`config.mk`:
```
export PLATFORM = sky130hd
export DESIGN_NAME = project_arbiter
export DESIGN_NICKNAME = d
export VERILOG_FILES = /design/src/rtl/project_pkg.sv /design/src/rtl/project_arbiter_rr_arbiter.sv /design/src/rtl/project_arbiter.sv
export SDC_FILE = /design/constraint.sdc
export NUM_CORES = 1
export LEC_CHECK = 0
export ABC_AREA = 0
export BUFFER_PORTS_ARGS = -buffer_cell sky130_fd_sc_hd__buf_2
export CAP_MARGIN = 40
export CORE_ASPECT_RATIO = 1.4
export CORE_MARGIN = 2
export CORE_UTILIZATION = 40
export DETAILED_ROUTE_END_ITERATION = 6
export MAX_ROUTING_LAYER = met4
export PLACE_DENSITY = 0.77
export SYNTH_ARGS = -nofsm -noshare
export SYNTH_HDL_FRONTEND = slang
export SYNTH_HIERARCHICAL = 1
export SYNTH_SLANG_ARGS = --single-unit
```
`constraint.sdc`:
```
create_clock -name clk -period 4.5 [get_ports clk]
set_input_delay 0.9 -clock clk [delete_from_list [all_inputs] [get_ports clk]]
set_output_delay 0.9 -clock clk [all_outputs]
set_load 0.02 [all_outputs]
```
`src/rtl/project_pkg.sv`:
```
// Fixed-point widths, saturation bounds and the Q16.16 -> Q8.8 projection
// shared by the projection arbiter.
package project_pkg;

  localparam int IW       = 32;
  localparam int OW       = 16;
  localparam int FRAC_IN  = IW / 2;
  localparam int FRAC_OUT = OW / 2;

  typedef logic signed [IW-1:0] q16_16_t;
  typedef logic signed [OW-1:0] q8_8_t;

  typedef struct packed {
    q8_8_t value;
    logic  clip;
  } proj_t;

  localparam q8_8_t Q88_MAX = {1'b0, {(OW-1){1'b1}}};
  localparam q8_8_t Q88_MIN = {1'b1, {(OW-1){1'b0}}};

  // Q8.8 bounds re-expressed on the Q16.16 grid (sign-extended, fraction zero).
  localparam q16_16_t Q1616_MAX =
    {{(IW-OW-FRAC_OUT){Q88_MAX[OW-1]}}, Q88_MAX, {FRAC_OUT{1'b0}}};
  localparam q16_16_t Q1616_MIN =
    {{(IW-OW-FRAC_OUT){Q88_MIN[OW-1]}}, Q88_MIN, {FRAC_OUT{1'b0}}};

  // In-range values keep the sign bit and the window of integer/fraction bits
  // that lands on Q8.8; dropped fraction bits truncate toward -inf.
  function automatic proj_t proj_sat(input q16_16_t x);
    proj_t r;
    if (x > Q1616_MAX) begin
      r.value = Q88_MAX;
      r.clip  = 1'b1;
    end else if (x < Q1616_MIN) begin
      r.value = Q88_MIN;
      r.clip  = 1'b1;
    end else begin
      r.value = {x[IW-1], x[FRAC_IN+FRAC_OUT-2 : FRAC_IN-FRAC_OUT]};
      r.clip  = 1'b0;
    end
    return r;
  endfunction

endpackage

```
`src/rtl/project_arbiter_rr_arbiter.sv`:
```
// Round-robin grant: scans from the pointer upward, pointer moves past the
// winner only when the grant is actually taken.
module project_arbiter_rr_arbiter #(
  parameter int NREQ = 4,
  parameter int PW   = $clog2(NREQ)
) (
  input  logic            clk,
  input  logic            rst,
  input  logic [NREQ-1:0] req,
  input  logic            en,
  output logic [NREQ-1:0] grant,
  output logic [PW-1:0]   gnt_idx
);

  logic [PW-1:0] ptr;
  logic          found;

  // First requester at or after ptr, wrapping modulo NREQ.
  always_comb begin
    grant   = '0;
    gnt_idx = '0;
    found   = 1'b0;
    for (int k = 0; k < NREQ; k++) begin
      if (!found && req[(int'(ptr) + k) % NREQ]) begin
        found                          = 1'b1;
        grant[(int'(ptr) + k) % NREQ]  = 1'b1;
        gnt_idx                        = PW'((int'(ptr) + k) % NREQ);
      end
    end
  end

  // Advance past the winner on a taken grant; idle cycles leave ptr alone.
  always_ff @(posedge clk) begin
    if (rst) begin
      ptr <= '0;
    end else if (en && found) begin
      ptr <= (gnt_idx == PW'(NREQ-1)) ? '0 : gnt_idx + 1'b1;
    end
  end

endmodule

```
`src/rtl/project_arbiter.sv`:
```
// Shares one saturating Q16.16 -> Q8.8 projection between NREQ requesters and
// presents results on a single registered valid/ready stream.
module project_arbiter
  import project_pkg::*;
#(
  parameter int IW   = project_pkg::IW,
  parameter int OW   = project_pkg::OW,
  parameter int NREQ = 4,
  parameter int CNTW = 16,
  parameter int IDW  = $clog2(NREQ)
) (
  input  logic               clk,
  input  logic               rst,
  input  logic [NREQ-1:0]    req_valid,
  input  logic [NREQ*IW-1:0] req_data,
  output logic [NREQ-1:0]    req_ready,
  output logic               out_valid,
  output logic [OW-1:0]      out_data,
  output logic [IDW-1:0]     out_id,
  output logic               out_sat,
  input  logic               out_ready,
  input  logic               sat_clr,
  output logic [CNTW-1:0]    sat_cnt
);

  logic            load;
  logic            xfer;
  logic [NREQ-1:0] grant;
  logic [IDW-1:0]  gnt_idx;
  proj_t           proj;

  assign load = !out_valid || out_ready;

  project_arbiter_rr_arbiter #(.NREQ(NREQ), .PW(IDW)) u_rr (
    .clk     (clk),
    .rst     (rst),
    .req     (req_valid),
    .en      (load && !rst),
    .grant   (grant),
    .gnt_idx (gnt_idx)
  );

  // Accept only when the output register can take a word, never during reset.
  assign req_ready = (load && !rst) ? grant : '0;
  assign xfer      = |req_ready;
  assign proj      = proj_sat(req_data[gnt_idx*IW +: IW]);

  // Output register: reload when empty or draining, hold under backpressure.
  always_ff @(posedge clk) begin
    if (rst) begin
      out_valid <= 1'b0;
      out_data  <= '0;
      out_id    <= '0;
      out_sat   <= 1'b0;
    end else if (load) begin
      out_valid <= xfer;
      if (xfer) begin
        out_data <= proj.value;
        out_id   <= gnt_idx;
        out_sat  <= proj.clip;
      end
    end
  end

  // Clipped-result counter: clear wins, otherwise count clip transfers and stick at max.
  always_ff @(posedge clk) begin
    if (rst || sat_clr) begin
      sat_cnt <= '0;
    end else if (xfer && proj.clip && (sat_cnt != '1)) begin
      sat_cnt <= sat_cnt + 1'b1;
    end
  end

endmodule

```
==> results of run 1 <==
## state kept, by name, summed over array words and instances (netlist names)
register and flops:
out_data 16, sat_cnt 16, out_id 2, u_rr/ptr 2, out_sat 1, out_valid 1
## cell families after synthesis
group,count (synthesis)
buf+inv,49
simple gates,117
compound gates,97
fa+ha+maj,8
mux,29
flops,38
## per-stage QoR
step | setup slack, ns | power (mW) | cell area [um2] | utilization
3_5_place_dp | 0.116 | 2.62 | 3970 | 0.539
4_1_cts | 0.157 | 2.87 | 4060 | 0.551
5_1_grt | 0.0157 | 3.08 | 4060 | 0.552
3_3_place_gp | 0.255 | 2.55 | 3960 | 0.537
2_1_floorplan | 0.305 | 2.17 | 3040 | -
6_report | 0.285 | 2.86 | 4060 | 0.552
## routing by layer
metal	up-vias	part of all wire
met5	-	0
met4	0	0.021
met3	21	0.088
met2	195	0.49
met1	1604	0.41
li1	1644	-
## worst min path at each step
stage,to,slack (ns),cells past startpoint
final,out_id[1],0.48,2
after global routing,out_id[1],0.49,2
after CTS,out_data[15],0.48,2
after detailed placement,out_data[15],0.47,2
after global placement,out_id[1],0.46,2
after floorplan,out_data[15],0.53,2
## area by class of cell
cell class / instances / area (um2)
Sequential cell: 38 / 762
Timing Repair Buffer: 185 / 967
Multi-Input combinational cell: 251 / 2040
Clock inverter: 1 / 5.00
Clock buffer: 7 / 86.3
Inverter: 20 / 75.1
Antenna cell: 2 / 5.00
Tap cell: 97 / 121
Fill cell: 684 / 3300
## synthesized netlist by cell type (all sizes together), types with 12 or more instances
master	count
dfxtp	38
nor2	30
mux4	27
nand2	24
o21ai	22
a21oi	21
inv	20
clkbuf	16
o22ai	16
buf	13
o31ai	13
or4	12
## layout by cell type, fill, tap and decap left out, types with 13 or more instances in the layout
master   synthesis  routed
a21oi_1         20      20
buf_2            6     175
dfxtp_1         38      37
inv_1           20      20
mux4_2          27      27
nand2_1         24      23
nor2_1          30      30
o21ai_0         20      20
o22ai_1         16      16
o31ai_1         13      13
## report_power, final
group          internal (mW)  switching (mW)  leakage, nW
Sequential             0.441          0.0766        0.311
Clock                  0.124           0.120       0.0482
Combinational          0.921            1.18         1.44
## critical path: cells and delay by family (launching register included)
family                   cells  cell delay [ns]
multiplexers                 2             1.02
buffers and inverters        2             0.41
AO/OA/AOI/OAI                3             0.53
AND/OR/NAND/NOR              6             1.10
adder cells (fa/ha/maj)      2             0.62
flip-flops                   1             0.43
==> out/metrics.csv, run 1 <==
stage,metric,value,unit
timing,max-slew violation count,0,
worst_setup_path,critical-path cell with the highest stage delay,mux4_2,
yosys,"Seq/Total Area, Yosys",0.250,
floorplan,Core Region,7360,um2
floorplan,IO Count,176,
timing,Clock Skews,0.00657,ns
worst_setup_path,r2r setup slk,0.28,ns
floorplan,Die W,77.7,um
placement,Routability Congestion,0.966,
worst_setup_path,R2R Path Start,u_rr/ptr[1],
placement,post-DP HPWL,8260,um
placement,PortBufs,175,
global_routing,final global-route overflow total,0,
worst_setup_path,crit path cell chain,inv_1 > ha_1 > mux4_2 > nor2b_4 > o21ai_1 > nand2_2 > buf_4 > mux4_2 > nand4_1 > nor2_1 > nand4_1 > ha_1 > o21ba_4 > or4_1 > a21oi_1,
yosys,Post-Syn Area per Cell,8.99,um2
yosys,Syn Inst Count,338,
yosys,#FFs+latches synth,38,
global_routing,met3 usage,0.0446,
worst_setup_path,Arrival @ worst endpoint,4.44,ns
clocking,clock slew at reported path FFs,0.08,ns
yosys,top cell type's share of synthesized area,0.250,
yosys,Post-Synth Simple-Gate Area,0.220,
yosys,XOR/XNOR share of the synthesized area,0,
worst_setup_path,reg2reg end,sat_cnt[11],
global_routing,vias in the first global route,3111,
yosys,Area contributors post-synth,"dfxtp_1 25%, mux4_2 20%, nor2_1 3.7%",
detailed_routing,Routed WL,10000,um
clocking,CTS tree,done,
run,Max-Cap Viols,0,
timing,fmax,237,MHz
worst_setup_path,CP startpoint,u_rr/ptr[1],
detailed_routing,vias,3464,
detailed_routing,wire per inst,16.6,um
clocking,post-CTS sizing,0,
status,status,"complete, no violations",
global_routing,met2 GRT Util,0.387,
cells_and_area,Layout Nets,645,
global_routing,initial antenna violation count,2,
cells_and_area,Area Overhead vs Synth,33.8,%
clocking,hold-fix buffer count after cts,0,
timing,Final TNS setup,0,ns
yosys,mux contribution to synthesized area,0.207,
yosys,ys flop type,dfxtp_1,
worst_setup_path,CP Max Fanout,32,
clocking,post-CTS setup buffer count,0,
cells_and_area,Finished Layout Cells,601,
yosys,largest family of logic cells by synthesized area,simple AND/OR/NAND/NOR gates,
detailed_routing,DR iter-0 viols,164,
timing,relative slew slack,0.496,
yosys,Netlist cell types,53,
detailed_routing,DRC viols,0,
clocking,worst skew pair latency,0.29,ns
timing,Setup-failing EPs final,0,
yosys,Post-Synthesis Net Count,482,
worst_setup_path,critical setup path kind,reg2reg,
detailed_routing,DR pass1 iterations,5,
floorplan,initial core utilization,0.413,
timing,final hold slack,0.478,ns
global_routing,Total GRT Usage,0.237,
timing,part of the cycle the worst path needs,0.937,
yosys,number of synthesis warnings,6,
worst_setup_path,peak per-stage delay on the critical path,0.56,ns
clocking,H-tree lvl count,2,
pwr,pwr dens,704,nW/um2
detailed_routing,Antenna Nets Post-Route,0,
yosys,Post-Synth Adder-Cell Area,0.0329,
pwr,Lkg Pwr,1.80,nW
floorplan,die area,8320,um2
global_routing,first-pass GRT wire length,15300,um
floorplan,Die Span Y,107,um
clocking,TritonCTS Buffers,5,
min_path,Hold Crit Class,reg2reg,
global_routing,met1 Use GR,0.302,
yosys,Synth area leader,dfxtp_1,
clocking,Root Driver,clkbuf_8,
worst_setup_path,CP required,4.72,ns
yosys,number of flops mapped to enable cells by yosys,0,
pwr,Max VDD drop,0.416,mV
timing,RSZ-0062 raised after global routing,false,
floorplan,Cell Rows,37,
placement,Placed Instances,591,
detailed_routing,Vias/cell,5.76,
cells_and_area,layout cells sized above 1,0.462,
worst_setup_path,Worst R2R Path Depth,15,
yosys,Synth Area in Compound Gates,0.212,
global_routing,largest net degree at the start of global routing,33,
min_path,hold wc startpoint,out_id[1],
timing,Slew @ Worst Pin,0.756,ns
yosys,Synth Cell Area,3040,um2
timing,"Hold Vio Cnt, Final",0,
worst_setup_path,Critical Path Sink,sat_cnt[11],
yosys,"FFs w/ async S/R, synth",0,
timing,Tmin final,4.22,ns
global_routing,GRT Max-Usage Layer,met2,
worst_setup_path,Worst setup EP type,flip-flop,
clocking,worst-case clock buffer depth,2,
clocking,Clock Sinks,38,
worst_setup_path,CP startpoint kind,flip-flop,
Power figures use the tool's default switching activity.
==> inputs of run 2 (changes only) <==
==> constraint.sdc (replaced) <==
create_clock -name clk -period 4.5 [get_ports clk]
set_input_delay 0.225 -clock clk [delete_from_list [all_inputs] [get_ports clk]]
set_output_delay 0.225 -clock clk [all_outputs]
set_load 0.02 [all_outputs]
==> run 2 against run 1 <==
Against the previous run: combinational power barely moved; die area unchanged; sequential share of layout area about the same; first-iteration DRC count fell by 38%; non-clock buffer count is 1 lower; count of clock-buffer cells in the layout is 2 lower; global-route usage increased by 0.37 points; final cell count stayed put; sequential power about the same; flip-flop and latch count did not move; critical path type unchanged; largest cell class unchanged; largest power group unchanged.
==> out/metrics.csv, run 2 (same netlist as run 1, synthesis figures left out) <==
stage,metric,value,unit
global_routing,largest net degree at the start of global routing,33,
worst_setup_path,Arrival @ worst endpoint,4.41,ns
clocking,H-tree lvl count,2,
run,Max-Cap Viols,0,
placement,PortBufs,175,
pwr,switch share,0.477,
status,status,"complete, no violations",
cells_and_area,register area,762,um2
cells_and_area,layout cells sized above 1,0.463,
timing,Final TNS setup,0,ns
timing,Clock Skews,0.00611,ns
pwr,Clock Power Share,0.099,
worst_setup_path,Worst setup EP type,flip-flop,
placement,post-DP HPWL,8330,um
floorplan,Core Region,7360,um2
pwr,Max VDD drop,0.519,mV
global_routing,vias in the first global route,3220,
clocking,post-CTS setup buffer count,0,
cells_and_area,# fillers,696,
floorplan,Die W,77.7,um
placement,dpl cell area,3960,um2
floorplan,Cell Rows,37,
cells_and_area,Area Overhead vs Synth,34.1,%
pwr,P_sw,1.38,mW
floorplan,IO Count,176,
timing,RSZ-0062 raised after global routing,false,
clocking,worst-case clock buffer depth,2,
worst_setup_path,CP required,4.72,ns
detailed_routing,DR iter-0 viols,102,
timing,"Hold Vio Cnt, Final",0,
floorplan,Die Span Y,107,um
min_path,Hold Crit Class,in2reg,
detailed_routing,wire per inst,16.7,um
pwr,pwr dens,709,nW/um2
global_routing,Total GRT Usage,0.241,
cells_and_area,Layout Nets,644,
detailed_routing,Antenna Nets Post-Route,0,
placement,Routability Congestion,0.949,
timing,relative slew slack,0.479,
floorplan,initial core utilization,0.413,
pwr,sequential group share of total power,0.180,
cells_and_area,"commonest cells after routing, fill and taps aside","175 x buf_2, 37 x dfxtp_1, 30 x nor2_1, 27 x mux4_2, 23 x nand2_1",
clocking,TritonCTS Buffers,5,
worst_setup_path,CP startpoint kind,flip-flop,
floorplan,die area,8320,um2
clocking,clock slew at reported path FFs,0.08,ns
clocking,Clock Sinks,38,
worst_setup_path,critical setup path kind,reg2reg,
timing,max-slew violation count,0,
timing,Setup-failing EPs final,0,
detailed_routing,Routed WL,10100,um
detailed_routing,Vias/cell,5.84,
worst_setup_path,CP Max Fanout,32,
pwr,Comb power frac,0.722,
clocking,hold-fix buffer count after cts,0,
pwr,Lkg Pwr,1.81,nW
clocking,Root Driver,clkbuf_8,
pwr,P_int,1.51,mW
clocking,worst skew pair latency,0.29,ns
global_routing,initial antenna violation count,1,
cells_and_area,"commonest non-fill, non-tap cell in the layout",buf_2,
detailed_routing,DRC viols,0,
detailed_routing,DR pass1 iterations,5,
clocking,CTS tree,done,
global_routing,first-pass GRT wire length,15400,um
timing,Slew @ Worst Pin,0.782,ns
timing,Tmin final,4.18,ns
global_routing,final global-route overflow total,0,
cells_and_area,Largest regs,"out_data: 16 flops, sat_cnt: 16 flops",
clocking,post-CTS sizing,0,
cells_and_area,multi-input logic area,2040,um2
detailed_routing,vias,3512,
cells_and_area,final instance area,4070,um2
timing,part of the cycle the worst path needs,0.930,
timing,fmax,239,MHz
## run 2: changes by cell type in the layout (fill, tap and decap cells not counted), sizes merged
cell / before / now
buf: 185 / 184
bufinv: 0 / 1
clkbuf: 7 / 5
clkinv: 1 / 2
diode: 2 / 3
## run 2: power groups by stage
| stage | Sequential [mW] | Combinational (mW) | Clock, mW |
|---|---|---|---|
| floorplan | 0.612 | 1.56 | 0 |
| global placement | 0.518 | 2.01 | 0 |
| detailed placement | 0.523 | 2.08 | 0 |
| CTS | 0.515 | 2.08 | 0.290 |
| global route | 0.529 | 2.27 | 0.306 |
| finish | 0.518 | 2.08 | 0.286 |
## run 2: through the flow
stage                      util  total power [mW]  worst slack [ns]  instances  hold slack [ns]
final                     0.553              2.89             0.316        601            0.209
after global routing      0.553              3.11            0.0381        599            0.200
after CTS                 0.552              2.88             0.174        598            0.198
after detailed placement  0.537              2.60             0.194        590            0.447
after global placement    0.536              2.53             0.174        589            0.443
after floorplan               -              2.17             0.305        338            0.297
## run 2: final timing paths
check                                   end  cells past startpoint   startpoint  slack [ns]
worst max-delay path             sat_cnt[9]                     14  u_rr/ptr[1]        0.32
worst min-delay path            sat_cnt[12]                      3      sat_clr        0.21
worst max register to register   sat_cnt[9]                     14  u_rr/ptr[1]        0.32
worst min register to register    out_id[1]                      2    out_id[1]        0.45
## run 2: layout make-up
class / count / area share
multi-input combinational: 251 / 0.501
timing repair buffer: 184 / 0.235
tap: 97 / 0.0298
sequential: 38 / 0.187
clock inverter: 3 / 0.00983
clock buffer: 5 / 0.0169
antenna: 3 / 0.00184
inverter: 20 / 0.0184
## run 2: metal layers
metal / part of all wire / vias to the layer above / track usage
met2: 0.50 / 205 / 0.410
li1: - / 1637 / -
met5: 0 / - / -
met1: 0.39 / 1649 / 0.301
met3: 0.092 / 21 / 0.0362
met4: 0.020 / 0 / 0.0587
## run 2: critical path, stage by stage (launching register included)
cell and delay, ns:
dfxtp_2 0.43, inv_1 0.11, ha_1 0.45, mux4_2 0.45
o211ai_1 0.30, nand2_2 0.23, buf_12 0.24, mux4_2 0.37
nand4_1 0.08, nor2_1 0.10, nand4_1 0.11, ha_1 0.31
o21ba_4 0.26, or4_1 0.53, a21oi_1 0.15
